--- src/rtl/pipeline_pkg.sv ---
// Shared pipeline definitions: opcodes, control-bundle bit positions
// and register index width used by the ID, EX, MEM and WB stages.
package pipeline_pkg;

  localparam int REG_IDX_W = 5;

  localparam logic [5:0] OP_RTYPE = 6'b000000;
  localparam logic [5:0] OP_LW    = 6'b100011;
  localparam logic [5:0] OP_SW    = 6'b101011;
  localparam logic [5:0] OP_BEQ   = 6'b000100;

  localparam int WB_W = 2;
  localparam int M_W  = 3;
  localparam int EX_W = 4;

  // wb = {RegWrite, MemToReg}
  localparam int WB_REG_WRITE  = 1;
  localparam int WB_MEM_TO_REG = 0;

  // m = {Branch, MemRead, MemWrite}
  localparam int M_BRANCH    = 2;
  localparam int M_MEM_READ  = 1;
  localparam int M_MEM_WRITE = 0;

  // ex = {RegDst, ALUOp[1:0], ALUSrc}
  localparam int EX_REG_DST   = 3;
  localparam int EX_ALU_OP_HI = 2;
  localparam int EX_ALU_OP_LO = 1;
  localparam int EX_ALU_SRC   = 0;

endpackage

--- src/rtl/reg_file.sv ---
// 2-read/1-write register file with $0 hardwired to zero and
// write-through bypass so WB data is visible to ID in the same cycle.
module reg_file
  import pipeline_pkg::*;
#(
  parameter int NUM_REGS = 32,
  parameter int DATA_W   = 32
) (
  input  logic                 clk,
  input  logic                 rst,
  input  logic                 i_we,
  input  logic [REG_IDX_W-1:0] i_waddr,
  input  logic [DATA_W-1:0]    i_wdata,
  input  logic [REG_IDX_W-1:0] i_raddr1,
  input  logic [REG_IDX_W-1:0] i_raddr2,
  output logic [DATA_W-1:0]    o_rdata1,
  output logic [DATA_W-1:0]    o_rdata2
);

  logic [DATA_W-1:0] r_regs [NUM_REGS];
  logic              w_wr;

  assign w_wr = i_we && (i_waddr != '0);

  always_ff @(posedge clk or posedge rst) begin
    if (rst) begin
      for (int i = 0; i < NUM_REGS; i++)
        r_regs[i] <= '0;
    end else if (w_wr) begin
      r_regs[i_waddr] <= i_wdata;
    end
  end

  always_comb begin
    o_rdata1 = r_regs[i_raddr1];
    if (i_raddr1 == '0)
      o_rdata1 = '0;
    else if (w_wr && (i_waddr == i_raddr1))
      o_rdata1 = i_wdata;
  end

  always_comb begin
    o_rdata2 = r_regs[i_raddr2];
    if (i_raddr2 == '0)
      o_rdata2 = '0;
    else if (w_wr && (i_waddr == i_raddr2))
      o_rdata2 = i_wdata;
  end

endmodule

--- src/rtl/decode_id.sv ---
// ID stage: register read, main control decode, sign extension
// and the ID/EX pipeline latch.
module decode_id
  import pipeline_pkg::*;
#(
  parameter int NUM_REGS = 32,
  parameter int DATA_W   = 32
) (
  input  logic                 clk,
  input  logic                 rst,
  input  logic [31:0]          if_id_instr,
  input  logic [31:0]          if_id_npc,
  input  logic                 wb_reg_write,
  input  logic [REG_IDX_W-1:0] wb_write_reg,
  input  logic [DATA_W-1:0]    wb_write_data,
  input  logic                 flush,
  output logic [WB_W-1:0]      id_ex_wb,
  output logic [M_W-1:0]       id_ex_m,
  output logic [EX_W-1:0]      id_ex_ex,
  output logic [31:0]          id_ex_npc,
  output logic [DATA_W-1:0]    id_ex_rdata1,
  output logic [DATA_W-1:0]    id_ex_rdata2,
  output logic [DATA_W-1:0]    id_ex_sign_ext,
  output logic [REG_IDX_W-1:0] id_ex_rt,
  output logic [REG_IDX_W-1:0] id_ex_rd
);

  logic [5:0]           w_opcode;
  logic [REG_IDX_W-1:0] w_rs;
  logic [REG_IDX_W-1:0] w_rt;
  logic [REG_IDX_W-1:0] w_rd;
  logic [DATA_W-1:0]    w_rdata1;
  logic [DATA_W-1:0]    w_rdata2;
  logic [DATA_W-1:0]    w_sext;
  logic [WB_W-1:0]      w_wb;
  logic [M_W-1:0]       w_m;
  logic [EX_W-1:0]      w_ex;

  assign w_opcode = if_id_instr[31:26];
  assign w_rs     = if_id_instr[25:21];
  assign w_rt     = if_id_instr[20:16];
  assign w_rd     = if_id_instr[15:11];
  assign w_sext   = {{(DATA_W-16){if_id_instr[15]}},
                     if_id_instr[15:0]};

  reg_file #(
    .NUM_REGS (NUM_REGS),
    .DATA_W   (DATA_W)
  ) u_reg_file (
    .clk      (clk),
    .rst      (rst),
    .i_we     (wb_reg_write),
    .i_waddr  (wb_write_reg),
    .i_wdata  (wb_write_data),
    .i_raddr1 (w_rs),
    .i_raddr2 (w_rt),
    .o_rdata1 (w_rdata1),
    .o_rdata2 (w_rdata2)
  );

  always_comb begin
    w_wb = '0;
    w_m  = '0;
    w_ex = '0;
    unique case (w_opcode)
      OP_RTYPE: begin
        w_wb[WB_REG_WRITE] = 1'b1;
        w_ex[EX_REG_DST]   = 1'b1;
        w_ex[EX_ALU_OP_HI] = 1'b1;
      end
      OP_LW: begin
        w_wb[WB_REG_WRITE]  = 1'b1;
        w_wb[WB_MEM_TO_REG] = 1'b1;
        w_m[M_MEM_READ]     = 1'b1;
        w_ex[EX_ALU_SRC]    = 1'b1;
      end
      OP_SW: begin
        w_m[M_MEM_WRITE] = 1'b1;
        w_ex[EX_ALU_SRC] = 1'b1;
      end
      OP_BEQ: begin
        w_m[M_BRANCH]      = 1'b1;
        w_ex[EX_ALU_OP_LO] = 1'b1;
      end
      default: ;
    endcase
  end

  // flush only bubbles the control bundles; data still flows
  always_ff @(posedge clk or posedge rst) begin
    if (rst) begin
      id_ex_wb       <= '0;
      id_ex_m        <= '0;
      id_ex_ex       <= '0;
      id_ex_npc      <= '0;
      id_ex_rdata1   <= '0;
      id_ex_rdata2   <= '0;
      id_ex_sign_ext <= '0;
      id_ex_rt       <= '0;
      id_ex_rd       <= '0;
    end else begin
      id_ex_wb       <= flush ? '0 : w_wb;
      id_ex_m        <= flush ? '0 : w_m;
      id_ex_ex       <= flush ? '0 : w_ex;
      id_ex_npc      <= if_id_npc;
      id_ex_rdata1   <= w_rdata1;
      id_ex_rdata2   <= w_rdata2;
      id_ex_sign_ext <= w_sext;
      id_ex_rt       <= w_rt;
      id_ex_rd       <= w_rd;
    end
  end

endmodule

--- config.mk ---
export PLATFORM = sky130hd
export DESIGN_NAME = decode_id
export DESIGN_NICKNAME = d
export VERILOG_FILES = /design/src/rtl/pipeline_pkg.sv /design/src/rtl/reg_file.sv /design/src/rtl/decode_id.sv
export SDC_FILE = /design/constraint.sdc
export NUM_CORES = 2
export LEC_CHECK = 0
export ABC_CLOCK_PERIOD_IN_PS = 40600
export BUFFER_PORTS_ARGS = -buffer_cell sky130_fd_sc_hd__buf_2
export CAP_MARGIN = 20
export CORE_ASPECT_RATIO = 0.8
export CORE_MARGIN = 2
export CORE_UTILIZATION = 50
export CTS_CLUSTER_SIZE = 8
export DETAILED_ROUTE_END_ITERATION = 6
export GPL_ROUTABILITY_DRIVEN = 0
export MAX_ROUTING_LAYER = met4
export PLACE_DENSITY = 0.71
export SLEW_MARGIN = 20
export SYNTH_ARGS = -nofsm -noshare
export SYNTH_HDL_FRONTEND = slang
export SYNTH_HIERARCHICAL = 1
export SYNTH_SLANG_ARGS = --single-unit
--- constraint.sdc ---
create_clock -name clk -period 40.6 [get_ports clk]
set_input_delay 6.09 -clock clk [delete_from_list [all_inputs] [get_ports clk]]
set_output_delay 6.09 -clock clk [all_outputs]
set_load 0.01 [all_outputs]
### Word level (Yosys, flattened, before mapping)

Index checks and enable logic that the tools add are counted.

| cells by class | value |
|---|---|
| $lt $le $gt $ge | 4 |
| equal/unequal tests | 5 |
| multiplexer cells | 22 |
| bitwise gates (word level) | 3 |
| reductions and logical operators | 10 |

Operators with widths:

| operator | count |
|---|---|
| 1024-bit bitwise mux | 1 |
| 32-bit binary-select mux with 5-bit select | 2 |
| 32-bit two-way mux | 9 |
| 32-bit demux with 5-bit select | 1 |
| 6-bit >= comparator (second input constant) | 3 |
| 5-bit inverter with 6-bit output | 3 |
| 6-bit == test (second input constant) | 2 |
| 5-bit == test | 2 |
| 5-bit zero test | 2 |
| 6-bit by 3-bit == test with 1-bit output (second input constant) | 1 |
| 6-bit zero test | 1 |
| 6-bit by 1-bit < comparator with 1-bit output (second input constant) | 1 |
| 1-bit two-way mux | 5 |
| 5-bit nonzero test | 1 |
| 1-bit logical AND | 4 |
| 2-bit two-way mux | 2 |
| 4-bit two-way mux | 1 |
| 2-bit OR reduction | 2 |
| 3-bit two-way mux | 1 |

| storage, ports and cells | value |
|---|---|
| register bits | 1155 |
| input port bits | 105 |
| output and inout bits | 147 |
| word-level logic and storage cells | 85 |

### Depth between registers and ports, before layout

| depth | value |
|---|---|
| depth in word-level cells | 6 |
| mapped depth | 11 |
| mapped depth without buffers | 6 |

### Modules after synthesis

The synthesis kept the hierarchy.

By module, submodules not included:

| module | instances | cells each | area an instance (µm²) | seq. area each (µm²) |
|---|---|---|---|---|
| reg_file | 1 | 3969 | 55882.3 | 25624.6 |
| decode_id | 1 | 160 | 3334.4 | 3078.0 |

### Worst setup path before layout

No wires, ideal clock.

| timing path | value |
|---|---|
| path kind | input -> register |
| start point | input if_id_instr[16] |
| end point | register id_ex_rdata2[11] |
| library setup time | 124 ps |
| data arrival time | 7681 ps |
| data required time | 40476 ps |
| path slack | 32795 ps |
| cell stages on the path | 7 |
| buffers on the path | 3 |
| cell sequence | buf_4 -> buf_6 -> buf_2 -> mux4_2 -> a22oi_1 -> a21oi_1 -> a211o_1 |

| on the way | value |
|---|---|
| cells in the longest elaborated chain, start to end | 6 |
| elaborated cells between the ends (all ways) | 9 |
| those cells by class | eq/ne (1); mux (5); bitwise (1); reduce/logical (2) |

Ends and longest elaborated chain:

| what | RTL line | RTL |
|---|---|---|
| from (decl) | decode_id.sv:11 | `input logic [31:0] if_id_instr,` |
| 5-bit inverter with 6-bit output (not written as such) | reg_file.sv:43 | `o_rdata2 = r_regs[i_raddr2];` |
| 32-bit binary-select mux with 5-bit select | reg_file.sv:43 |  |
| 32-bit two-way mux (not written as such) (2 in series) | reg_file.sv:43 |  |
| 32-bit two-way mux | reg_file.sv:46 | `else if (w_wr && (i_waddr == i_raddr2))` |
| 32-bit two-way mux * | reg_file.sv:44 | `if (i_raddr2 == '0)` |
| named net w_rdata2[11] | decode_id.sv:33 | `logic [DATA_W-1:0] w_rdata2;` |
| to (signal assigned) | decode_id.sv:107 | `id_ex_rdata2 <= w_rdata2;` |
| to (decl) | decode_id.sv:22 | `output logic [DATA_W-1:0] id_ex_rdata2,` |

The timed path passes the listed nets; every way through them passes the cells marked *. The select of a mux whose other input is x is not followed.
A chain may end at the register's enable or synchronous reset.

==> results.md <==
* Status: completed
* Clk slew on worst S/H paths at ~0.050 ns
* Tmin final at between 9 and 10 ns
* RR Startpoint: u_reg_file/r_regs[461]
* Post-synthesis cell type count at between 60 and 70
* Layout cells sized above 1 at a little under half
* Worst-path fanout max at between 150 and 200
* Root buffer cell: clkbuf_16
* Vias in the first global route at around 40,000
* Initial antenna violation count at 11
* Post-Syn Area at 59,220 um2
* Final Hold Vio Count at 0
* Global-route wire length before repair at 285,100 um
* Initial Utilization at about 50%
* Startpoint types: primary input
* Post-CTS resize count at 0
* Slowest cell on the critical path: buf_4
* Unrepaired setup endpoints after global routing: false
* Hold Path End: u_reg_file/r_regs[1012]
* Setup TNS at 0 ns
* Fin. max-slew vios at 0
* Worst rel slew slack at between 20% and 30%
* Die X-Extent at between 300 and 400 um
* Syn Nets at about 4,200
* Worst Clk Skew at approximately 0.029 ns
* Htree depth at 4
* CTS Buffer Depth at 3
* Vias at 40,110
* DIE HEIGHT at between 300 and 400 um
* IO Pins at 252
* Synth area leaders: dfrtp_1 48%, mux2_2 19%, mux4_2 14%
* CTS tree: built
* Total grt overflow at 0
* Iter 0 DRT Violations at roughly 5,200
* Worst path max stage delay at between 0.9 and 1 ns
* Core area at roughly 120,000 um2
* Setup bufs post-CTS at 0
* Worst Hold Launch: u_reg_file/r_regs[1012]
* Commonest non-fill, non-tap cell in the layout: dfrtp_1
* R2R cell count at 5
* Ys async rst share at between 90% and 100%
* Peak VDD IR at roughly 0.032 mV
* Via-to-Cell Ratio at roughly 7
* Drt wl/cell at roughly 34 um
* Final setup violation count at 0
* Worst path cell trace: buf_2 -> inv_8 -> buf_12 -> buf_4 -> buf_4 -> buf_4
* Final cell count without fillers at between 5,000 and 6,000
* Placed Cells incl. Taps at 5,554
* Tightest Pin Transition at around 1.2 ns
* Row cnt at approximately 110
* Worst EP required at 41.39 ns
* ANT nets after route at 0
* Final period util at 23.16%
* Hold path depth at 0
* Hold_buf cts at 0
* MaxCap Viol Count at 0
* Post-Syn Area per Cell at roughly 14 um2
* Static Leak at 29.14 nW
* #FFs+latches synth at about 1,100
* Worst hold path class: reg2reg
* Maximum clock frequency at about 110 MHz
* Top FF cell, synth: dfrtp_1
* Warnings from Yosys at 6
* Worst-skew pair later-pin latency at just under 0.8 ns
* Pwr/cell area at about 50 nW/um2
* Port Buf Inserts at 251
* Residual DRC count at 0
* Area leader, netlist: dfrtp_1
* Area fraction of the dominant cell type after synthesis at between 40 and 50%
* Most frequent CP cell: buf_4
* Syn-to-layout area delta at 10.37%
* Commonest cells after routing, fill and taps aside: 1,147 x dfrtp_1, 1,025 x mux2_2, 359 x mux4_2
* Final nets at ~4,300
* 1st-pass router iterations at 6
* Tot GR Track Use at between 30% and 40%
* Arr. time, crit path at ~10 ns
* Synth Instances at between 4,000 and 5,000
* Sequential share of the synthesized area at roughly 48%
* Reg2reg setup slack at 38.52 ns
* Full die area at 121,200 um2
* Smallest hold slack at roughly 0.39 ns
* Post-synth EDFFs at 0
* Clock sink count at 1,147
* Dpl hpwl at around 110,000 um
* CP endpoint kind: asynchronous set/reset pin
* Routed WL at approximately 200,000 um
* Cts bufs inserted at 161
* FF-to-FF End: id_ex_rdata1[13]
* Largest net degree at the start of global routing at 170
* Critical path class: in2async
* Power Total at between 0.003 and 0.004 W
* Post-layout util at around 56%
-- per-stage QoR --
step / worst slack, ns / instance area (um2)
final: 31.20 / 65360
after global routing: 30.64 / 65350
after CTS: 31.15 / 65330
after detailed placement: 30.33 / 60990
after global placement: 30.39 / 60990
after floorplan: 5.694 / 59220
-- sequential cells by signal, summed over array words and instances, names as in the netlist --
| register | count |
|---|---|
| id_ex_rdata1 | 32 |
| u_reg_file/r_regs | 1024 |
| id_ex_m | 2 |
| id_ex_ex | 3 |
| id_ex_npc | 32 |
| id_ex_sign_ext | 11 |
| id_ex_rd | 5 |
| id_ex_wb | 1 |
| id_ex_rt | 5 |
| id_ex_rdata2 | 32 |
-- Yosys cell counts, types with 4 or more instances --
| library cell | n |
|---|---|
| nor3b_1 | 10 |
| or2_2 | 6 |
| mux4_2 | 359 |
| nor2b_1 | 14 |
| o22a_1 | 4 |
| a311oi_1 | 4 |
| dfrtp_1 | 1147 |
| a211oi_1 | 51 |
| buf_4 | 69 |
| o21ai_0 | 36 |
| a22oi_1 | 60 |
| mux2_2 | 1025 |
| a2111oi_0 | 8 |
| and2_1 | 14 |
| nand2_1 | 79 |
| or3_1 | 5 |
| nor4_1 | 8 |
| a21oi_1 | 61 |
| inv_1 | 6 |
| nor3_1 | 72 |
| buf_6 | 24 |
| buf_12 | 6 |
| o211ai_1 | 27 |
| a31oi_1 | 7 |
| nand2b_1 | 12 |
| nor2_1 | 103 |
| buf_1 | 56 |
| o22ai_1 | 56 |
| mux4_1 | 7 |
| a22o_1 | 20 |
| buf_2 | 122 |
| a211o_1 | 11 |
| clkbuf_1 | 183 |
| nand3_1 | 10 |
| buf_8 | 6 |
| xnor2_1 | 9 |
| mux2i_1 | 333 |
| a221o_1 | 15 |
| a221oi_1 | 39 |
| nand3b_1 | 5 |
-- per-layer routing --
metal  routed length [um]  part of all wire [%]  global-route usage [%]  vias up
met1                79690                    41                   46.38    21410
met4                 7263                   3.7                   12.42        0
met3                22790                    12                   8.909      462
li1                     -                     -                       -    15700
met5                    0                     0                       -        -
met2                86500                    44                   46.81     2531
-- how the worst max path moves through the flow --
stage	from	end	slack, ns	cells after the start
final	rst	u_reg_file/r_regs[403]	31.20	6
after global routing	rst	u_reg_file/r_regs[469]	30.64	6
after CTS	rst	u_reg_file/r_regs[277]	31.15	6
after detailed placement	rst	u_reg_file/r_regs[475]	30.33	6
after global placement	rst	u_reg_file/r_regs[411]	30.39	6
after floorplan	rst	u_reg_file/r_regs[0]	5.69	1
-- worst max-delay path: cells and delay by family --
kind | cells | cell delay (ns)
buffers and inverters | 6 | 3.75
-- area by class of cell --
| cell class | count | area, um2 |
|---|---|---|
| clock inverters | 10 | 161.4 |
| repair buffers | 352 | 2136 |
| well taps | 1539 | 1926 |
| fillers | 9244 | 51660 |
| multi-input cells | 2508 | 28190 |
| diodes | 7 | 17.52 |
| inverters | 8 | 42.54 |
| clock buffers | 168 | 4183 |
| flip-flops and latches | 1147 | 28700 |
-- cell families after synthesis --
| logic type | Yosys count | share of synthesized area [%] |
|---|---|---|
| multiplexers | 1724 | 39.08 |
| buffers and inverters | 474 | 4.283 |
| XOR/XNOR | 10 | 0.1479 |
| flip-flops | 1147 | 48.47 |
| AND/OR/NAND/NOR | 360 | 3.028 |
| AO/OA/AOI/OAI | 414 | 4.986 |
-- report_power, final --
group          internal (W)  switching (W)
Combinational      0.000350       0.000273
Clock              0.000726       0.000492
Sequential          0.00135       0.000159
Total               0.00243       0.000924
Power figures use the tool's default switching activity.
